===== src/rtl/vote_recorder_if.sv =====
`default_nettype none
// ============================================================================
// Module      : vote_recorder_if
// Description : Signal bundle between the presiding-officer / voter side and
//               the vote_recorder core.
//               master : drives ballot_enable, close_poll, vote_btn and
//                        observes every status/tally signal.
//               slave  : the recorder itself (the opposite directions).
// Signals     : ballot_enable   1  arm one ballot (pulse)
//               close_poll      1  end polling (level or pulse)
//               vote_btn        3  candidate buttons, bit i = candidate i
//               ready           1  ballot armed
//               vote_ack        1  vote accepted (one-cycle pulse)
//               invalid_press   1  several buttons pressed (one-cycle pulse)
//               sat_err         1  candidate already at 15 (one-cycle pulse)
//               poll_closed     1  polling has ended
//               candidate_number_0/1/2  4  constant candidate identifiers
//               vote_count_0/1/2        4  per-candidate tallies
//               total_votes             6  accepted vote count
// Revision    : 1.0 - initial release
// ============================================================================
interface vote_recorder_if;
  logic       ballot_enable;
  logic       close_poll;
  logic [2:0] vote_btn;

  logic       ready;
  logic       vote_ack;
  logic       invalid_press;
  logic       sat_err;
  logic       poll_closed;

  logic [3:0] candidate_number_0;
  logic [3:0] candidate_number_1;
  logic [3:0] candidate_number_2;
  logic [3:0] vote_count_0;
  logic [3:0] vote_count_1;
  logic [3:0] vote_count_2;
  logic [5:0] total_votes;

  modport master (
    output ballot_enable, close_poll, vote_btn,
    input  ready, vote_ack, invalid_press, sat_err, poll_closed,
    input  candidate_number_0, candidate_number_1, candidate_number_2,
    input  vote_count_0, vote_count_1, vote_count_2, total_votes
  );

  modport slave (
    input  ballot_enable, close_poll, vote_btn,
    output ready, vote_ack, invalid_press, sat_err, poll_closed,
    output candidate_number_0, candidate_number_1, candidate_number_2,
    output vote_count_0, vote_count_1, vote_count_2, total_votes
  );
endinterface
`default_nettype wire


===== src/rtl/vote_recorder.sv =====
`default_nettype none
// ============================================================================
// Module      : vote_recorder
// Description : Three-candidate electronic vote recorder. The presiding
//               officer arms one ballot at a time; the voter presses exactly
//               one button, which is tallied once (saturating at 15). Closing
//               the poll freezes all tallies until reset.
// Ports       : clk   in  1  single clock, rising edge
//               rst   in  1  synchronous active-high reset
//               bus   slave modport of vote_recorder_if (controls, status
//                     pulses, candidate numbers, tallies, total)
// Parameters  : CAND0_NUM/CAND1_NUM/CAND2_NUM - constant candidate numbers
// Revision    : 1.0 - initial release
// ============================================================================
module vote_recorder #(
  parameter logic [3:0] CAND0_NUM = 4'd1,
  parameter logic [3:0] CAND1_NUM = 4'd2,
  parameter logic [3:0] CAND2_NUM = 4'd3
) (
  input  logic            clk,
  input  logic            rst,
  vote_recorder_if.slave  bus
);

  localparam logic [3:0] C_COUNT_MAX = 4'd15;

  typedef enum logic [1:0] {
    WAIT_EN = 2'd0,
    ARMED   = 2'd1,
    RELEASE = 2'd2,
    CLOSED  = 2'd3
  } state_t;

  state_t          state_q, state_d;
  logic [2:0][3:0] count_q, count_d;
  logic [5:0]      total_q, total_d;
  logic            ready_q, ready_d;
  logic            ack_q, ack_d;
  logic            inv_q, inv_d;
  logic            sat_q, sat_d;
  logic            closed_q, closed_d;

  logic            w_btn_none;
  logic            w_btn_one;
  logic [2:0]      w_full;
  logic            w_sel_full;

  // --------------------------------------------------------------------------
  // Button decode
  // --------------------------------------------------------------------------
  always_comb begin
    w_btn_none = (bus.vote_btn == 3'b000);
    w_btn_one  = 1'b0;
    case (bus.vote_btn)
      3'b001, 3'b010, 3'b100: w_btn_one = 1'b1;
      default:                w_btn_one = 1'b0;
    endcase
    for (int i = 0; i < 3; i++) begin
      w_full[i] = (count_q[i] == C_COUNT_MAX);
    end
    // Only meaningful when exactly one button is pressed.
    w_sel_full = |(bus.vote_btn & w_full);
  end

  // --------------------------------------------------------------------------
  // Next-state and next-output logic
  // --------------------------------------------------------------------------
  always_comb begin
    state_d = state_q;
    count_d = count_q;
    total_d = total_q;
    ack_d   = 1'b0;
    inv_d   = 1'b0;
    sat_d   = 1'b0;

    if (state_q == CLOSED) begin
      state_d = CLOSED;
    end else if (bus.close_poll) begin
      // Closing wins over anything the voter does in the same cycle.
      state_d = CLOSED;
    end else begin
      case (state_q)
        WAIT_EN: begin
          if (bus.ballot_enable) begin
            state_d = ARMED;
          end
        end
        ARMED: begin
          if (w_btn_none) begin
            state_d = ARMED;
          end else if (!w_btn_one) begin
            // Ambiguous press: flag it and let the voter try again.
            inv_d   = 1'b1;
            state_d = ARMED;
          end else if (w_sel_full) begin
            // Ballot is consumed even though the tally cannot grow.
            sat_d   = 1'b1;
            state_d = RELEASE;
          end else begin
            for (int i = 0; i < 3; i++) begin
              if (bus.vote_btn[i]) begin
                count_d[i] = count_q[i] + 4'd1;
              end
            end
            total_d = total_q + 6'd1;
            ack_d   = 1'b1;
            state_d = RELEASE;
          end
        end
        RELEASE: begin
          // Wait for all buttons up so a held press is counted only once.
          if (w_btn_none) begin
            state_d = WAIT_EN;
          end
        end
        default: begin
          state_d = CLOSED;
        end
      endcase
    end

    // Level outputs are registered copies of the upcoming state.
    ready_d  = (state_d == ARMED);
    closed_d = (state_d == CLOSED);
  end

  // --------------------------------------------------------------------------
  // State and output registers
  // --------------------------------------------------------------------------
  always_ff @(posedge clk) begin
    if (rst) begin
      state_q  <= WAIT_EN;
      count_q  <= '0;
      total_q  <= '0;
      ready_q  <= 1'b0;
      ack_q    <= 1'b0;
      inv_q    <= 1'b0;
      sat_q    <= 1'b0;
      closed_q <= 1'b0;
    end else begin
      state_q  <= state_d;
      count_q  <= count_d;
      total_q  <= total_d;
      ready_q  <= ready_d;
      ack_q    <= ack_d;
      inv_q    <= inv_d;
      sat_q    <= sat_d;
      closed_q <= closed_d;
    end
  end

  // --------------------------------------------------------------------------
  // Output mapping
  // --------------------------------------------------------------------------
  assign bus.ready              = ready_q;
  assign bus.vote_ack           = ack_q;
  assign bus.invalid_press      = inv_q;
  assign bus.sat_err            = sat_q;
  assign bus.poll_closed        = closed_q;
  assign bus.candidate_number_0 = CAND0_NUM;
  assign bus.candidate_number_1 = CAND1_NUM;
  assign bus.candidate_number_2 = CAND2_NUM;
  assign bus.vote_count_0       = count_q[0];
  assign bus.vote_count_1       = count_q[1];
  assign bus.vote_count_2       = count_q[2];
  assign bus.total_votes        = total_q;

endmodule
`default_nettype wire

===== src/flat_wrapper.sv =====
// flat-port wrapper written by rule: the top's interface ports become plain ports
module vote_recorder_flat 
#(
  parameter logic [3:0] CAND0_NUM = 4'd1,
  parameter logic [3:0] CAND1_NUM = 4'd2,
  parameter logic [3:0] CAND2_NUM = 4'd3
)
  (clk, rst, bus_ballot_enable, bus_close_poll, bus_vote_btn, bus_ready, bus_vote_ack, bus_invalid_press, bus_sat_err, bus_poll_closed, bus_candidate_number_0, bus_candidate_number_1, bus_candidate_number_2, bus_vote_count_0, bus_vote_count_1, bus_vote_count_2, bus_total_votes);
  vote_recorder_if bus_i ();
  input  logic clk;
  input  logic rst;
  input wire logic [$bits(bus_i.ballot_enable)-1:0] bus_ballot_enable;
  input wire logic [$bits(bus_i.close_poll)-1:0] bus_close_poll;
  input wire logic [$bits(bus_i.vote_btn)-1:0] bus_vote_btn;
  output wire logic [$bits(bus_i.ready)-1:0] bus_ready;
  output wire logic [$bits(bus_i.vote_ack)-1:0] bus_vote_ack;
  output wire logic [$bits(bus_i.invalid_press)-1:0] bus_invalid_press;
  output wire logic [$bits(bus_i.sat_err)-1:0] bus_sat_err;
  output wire logic [$bits(bus_i.poll_closed)-1:0] bus_poll_closed;
  output wire logic [$bits(bus_i.candidate_number_0)-1:0] bus_candidate_number_0;
  output wire logic [$bits(bus_i.candidate_number_1)-1:0] bus_candidate_number_1;
  output wire logic [$bits(bus_i.candidate_number_2)-1:0] bus_candidate_number_2;
  output wire logic [$bits(bus_i.vote_count_0)-1:0] bus_vote_count_0;
  output wire logic [$bits(bus_i.vote_count_1)-1:0] bus_vote_count_1;
  output wire logic [$bits(bus_i.vote_count_2)-1:0] bus_vote_count_2;
  output wire logic [$bits(bus_i.total_votes)-1:0] bus_total_votes;
  assign bus_i.ballot_enable = bus_ballot_enable;
  assign bus_i.close_poll = bus_close_poll;
  assign bus_i.vote_btn = bus_vote_btn;
  assign bus_ready = bus_i.ready;
  assign bus_vote_ack = bus_i.vote_ack;
  assign bus_invalid_press = bus_i.invalid_press;
  assign bus_sat_err = bus_i.sat_err;
  assign bus_poll_closed = bus_i.poll_closed;
  assign bus_candidate_number_0 = bus_i.candidate_number_0;
  assign bus_candidate_number_1 = bus_i.candidate_number_1;
  assign bus_candidate_number_2 = bus_i.candidate_number_2;
  assign bus_vote_count_0 = bus_i.vote_count_0;
  assign bus_vote_count_1 = bus_i.vote_count_1;
  assign bus_vote_count_2 = bus_i.vote_count_2;
  assign bus_total_votes = bus_i.total_votes;
  vote_recorder #(.CAND0_NUM(CAND0_NUM), .CAND1_NUM(CAND1_NUM), .CAND2_NUM(CAND2_NUM)) u_core (.clk(clk), .rst(rst), .bus(bus_i));
endmodule

===== config.mk =====
export PLATFORM = sky130hd
export DESIGN_NAME = vote_recorder_flat
export DESIGN_NICKNAME = d
export VERILOG_FILES = /design/src/rtl/vote_recorder_if.sv /design/src/rtl/vote_recorder.sv /design/src/flat_wrapper.sv
export SDC_FILE = /design/constraint.sdc
export NUM_CORES = 1
export LEC_CHECK = 0
export CORE_ASPECT_RATIO = 1.5
export CORE_MARGIN = 8
export CORE_UTILIZATION = 25
export DETAILED_ROUTE_END_ITERATION = 16
export GPL_ROUTABILITY_DRIVEN = 0
export SYNTH_ARGS = -nofsm -noshare
export SYNTH_HDL_FRONTEND = slang
export SYNTH_SLANG_ARGS = --single-unit

===== constraint.sdc =====
create_clock -name clk -period 2.25 [get_ports clk]
set_input_delay 0.225 -clock clk [delete_from_list [all_inputs] [get_ports clk]]
set_output_delay 0.225 -clock clk [all_outputs]
set_load 0.03 [all_outputs]

======== After elaboration in Yosys (flattened, before gate mapping) ========
Index checks and enable logic that the tools add are counted.
word-level totals
  register bits after elaboration ......... 25
  logic and storage cells ................. 53
operators by class
  reductions and logical operators ........ 10
  eq/ne operators ......................... 11
  $add $sub $neg .......................... 4
  bitwise gates (word level) .............. 7
  multiplexer cells ....................... 11
operators with widths
  operator                                                         count
  7-bit AND reduction                                              3
  4-bit by 1-bit adder with 4-bit output, second input constant    3
  4-bit == test, second input constant                             3
  2-bit 2-to-1 mux                                                 6
  6-bit by 1-bit adder with 6-bit output, second input constant    1
  2-bit == test, second input constant                             3
  1-bit NOT                                                        6
  2-bit case mux with 3 select lines                               1
  6-bit AND reduction                                              1
  3-bit OR reduction                                               2
  6-bit OR reduction                                               1
  5-bit OR reduction                                               1
  2-bit by 1-bit == test with 1-bit output, second input constant  2
  1-bit 2-to-1 mux                                                 4
  3-bit AND                                                        1
  3-bit by 1-bit == test with 1-bit output, second input constant  1
  3-bit by 2-bit == test with 1-bit output, second input constant  1
  3-bit == test, second input constant                             1
  3-bit logical NOT                                                1
  2-bit logical NOT                                                1

======== Logic depth before layout (Yosys ltp) ========
  depth in word-level cells ............... 9
  mapped depth ............................ 7

======== Least setup slack after synthesis ========
Ideal clock, no wire load.
  path kind ............................... reg2reg
  start ................................... register u_core.state_q[0]
  end ..................................... register u_core.total_q[5] (netlist: u_core.bus.total_votes[5])
  data required time ...................... 2.129 ns
  library setup time ...................... 0.121 ns
  setup slack ............................. 0.356 ns
  buffers on the path ..................... 1
  arrival ................................. 1.773 ns
  clock period less this slack ............ 1.894 ns
  cell stages (with the launch flop) ...... 6
  path through ............................ dfxtp_1 > or3b_4 > or3_1 > clkbuf_2 > nor4_1 > mux2_2
between the ends
  cells in the longest elaborated chain, start to end .. 3
ends and longest elaborated chain
  what                               RTL line              text
  from (decl)                        vote_recorder.sv:34   state_t state_q, state_d;
  from (signal assigned)             vote_recorder.sv:141  state_q <= state_d;
  2-bit == test                      vote_recorder.sv:76   if (state_q == CLOSED) begin
  1-bit NOT (no line)                n/a
  6-bit AND reduction (no line) (*)  n/a
  to (signal assigned)               vote_recorder.sv:143  total_q <= total_d;
  to (decl)                          vote_recorder.sv:36   logic [5:0] total_q, total_d;
Mark *: on every way between the ends. The rest lies on a longest branch, timed or not.
A chain may end at the register's enable or synchronous reset.

======== Final worst setup path ========
  start ................................... input bus_close_poll
  end ..................................... register u_core.total_q[5] (netlist: u_core.bus.total_votes[5])
between the ends
  cells in the longest elaborated chain, start to end .. 2
ends and longest elaborated chain
  what                           RTL line            text
  from (decl)                    flat_wrapper.sv:13  input wire logic [$bits(bus_i.close_poll)-1:0] bus_close_poll;
  1-bit NOT (no line)            n/a
  6-bit AND reduction (no line)  n/a
No other way between the ends.

==> run metrics <==
row cnt 31; register area share after synthesis 40.04%; Synth area leaders dfxtp_1 (40%), a21oi_1 (7.2%), buf_4 (7.2%), o31ai_1 (5.4%), or4_1 (5.4%); CTS tree built; fin. max-slew vios 0; Post-Place Cells 250; slowest CP cell or3_1; Max-Cap Viols 0; H-tree depth 1; initial core utilization 25.99%; Avg Cell Area, Syn 8.389 um^2; Routed Wire Length 3097 um; post-route ant nets 0; # IOs 42; total power 0.8478 mW; Ys Warns 0; clock-pin slew on the worst setup and hold paths 0.08 ns; met1 Use GR 8.499%; Synth Instances 149; clk_lat worst skew 0.27 ns; crit end category register; most frequent cells in the layout clkdlybuf4s50_1 (29), dfxtp_1 (25), a21oi_1 (18), buf_4 (15), conb_1 (12); Detailed Place HPWL 2363 um; Mapped Area 0.001250 mm^2; Largest stage delay, worst path 0.53 ns; Setup TNS Final 0 ns; Post-CTS Setup Inserts 0; commonest non-fill, non-tap cell in the layout clkdlybuf4s50_1; Die ar. 0.007565 mm^2; RSZ-0062 raised after global routing no; hold slack 0.5055 ns; Critical Path RT 2.41 ns; Layout area overhead 37.24%; layout net count 200; CTS Buffer Depth 2; Die H 102.6 um; Inserted Clock Buffers 3; fin crit period 2.087 ns; GRT met2 Usage 14.66%; Cell Pwr Density 494.2 mW/mm^2; cts repair resizes 0; Initial DRC Count 67; ANT cells 0; endpoints failing setup 0; Crit path max-delay family simple AND/OR/NAND/NOR gates; synth unique cells 28; WP data arrival 2.25 ns; #FFs+latches synth 25; final hold vios 0; Clock Sinks 25; crit path kind primary input to register; status complete, no violations; Multi-input gate area 641.9 um^2; share of the synthesized area in the top cell type 40.04%; Worst Skew 0.004591 ns; Placed Area 0.001670 mm^2; met3 usage 3.019%; hold_buf cts 0; PnR worst setup slack 0.1628 ns; pre-CTS WS -0.1379 ns; leak pwr 0.6038 nW; Core Area 0.004810 mm^2; Crit path buffers/inverters 1; width of the die 73.74 um; Vias/cell 4.681; drt drc 0; largest net degree at the start of global routing 24; global-route wire length before repair 4995 um; total grt overflow 0; Hold Crit Class register to register; worst-path fanout max 12; busiest grt layer met2; vias 1,189; IO buf count 29; Storage cell area 500.5 um^2; Root Buffer clkbuf_8; Final Cycle Share 92.77%; vias in the first global route 1,152; fmax 0.4791 GHz; Finished Core Util 35.67%; drt wl/cell 12.19 um; cell area after layout 0.001715 mm^2; layout cells sized above 1 11.70%; R2R Setup Slk 0.20 ns; worst-path cell chain clkdlybuf4s50_1, or3b_4, or3_1, nor4_1, mux2_2; Yosys top cell by area dfxtp_1; VDD IR max 0.0001855 V; # fillers 504; antenna violations before repair 0; filler-free cell count of the finished design 254; GRT Total Usage 8.381%; first-pass iteration count of the detailed router 4; crit start category primary input
## Yosys cell counts (all sizes together)
cell     n
mux2     1
nor3     3
o21bai   1
and4b    1
nand3    6
or4      9
o31ai    9
nand4b   1
nor2b    1
buf     13
maj3     1
nand4    7
nor4     1
o21ai    9
or3      7
nor2     7
a21oi   18
inv      6
clkbuf   7
nor3b    1
nand2    6
a211oi   2
conb     2
dfxtp   25
or3b     1
ha       4
## cell families after synthesis
group,count (synthesis),share of synthesized area (%)
buf+inv,26,11.61
simple gates,51,23.92
mux,1,0.9008
compound gates,39,18.02
flops,25,40.04
other cells,2,0.6008
fa+ha+maj,5,4.905
## where the power goes
| part | switching (mW) | internal [mW] | leakage (nW) |
|---|---|---|---|
| clock | 0.137 | 0.127 | 0.0228 |
| combinational | 0.0803 | 0.0482 | 0.378 |
| sequential | 0.00483 | 0.451 | 0.203 |
## layer usage
metal	part of all wire, %	up-vias
met3	9.6	4
met4	1.6	0
met5	0	-
li1	-	603
met1	39	550
met2	49	32
## tightest hold or removal path: cells and delay by family (launching register included)
family	cells	cell delay, ns
compound gates	2	0.13
flops	1	0.33
## sequential cells by signal, summed over array words and instances, names as in the netlist
name                      count
u_core.bus.sat_err            1
u_core.bus.vote_ack           1
u_core.bus.total_votes        6
u_core.bus.ready              1
u_core.state_q                2
u_core.bus.vote_count_2       4
u_core.bus.vote_count_1       4
u_core.bus.vote_count_0       4
u_core.bus.poll_closed        1
u_core.bus.invalid_press      1
## final cells by class
type                       count  area share [%]
clock buffer                   4           2.626
timing repair buffer          45           24.65
multi-input combinational    108           37.42
inverter                       6           1.313
sequential                    25           29.18
tap                           66           4.814
## path summary, 6_finish.rpt
kind | from | to | depth (start not counted)
min reg2reg | u_core.bus.total_votes[4]$_SDFFE_PP0P_ | u_core.bus.total_votes[4]$_SDFFE_PP0P_ | 2
max reg2reg | u_core.state_q[0]$_SDFF_PP0_ | u_core.bus.total_votes[5]$_SDFFE_PP0P_ | 4
max | bus_close_poll | u_core.bus.total_votes[5]$_SDFFE_PP0P_ | 5
min | u_core.bus.total_votes[4]$_SDFFE_PP0P_ | u_core.bus.total_votes[4]$_SDFFE_PP0P_ | 2
Power figures use the tool's default switching activity.
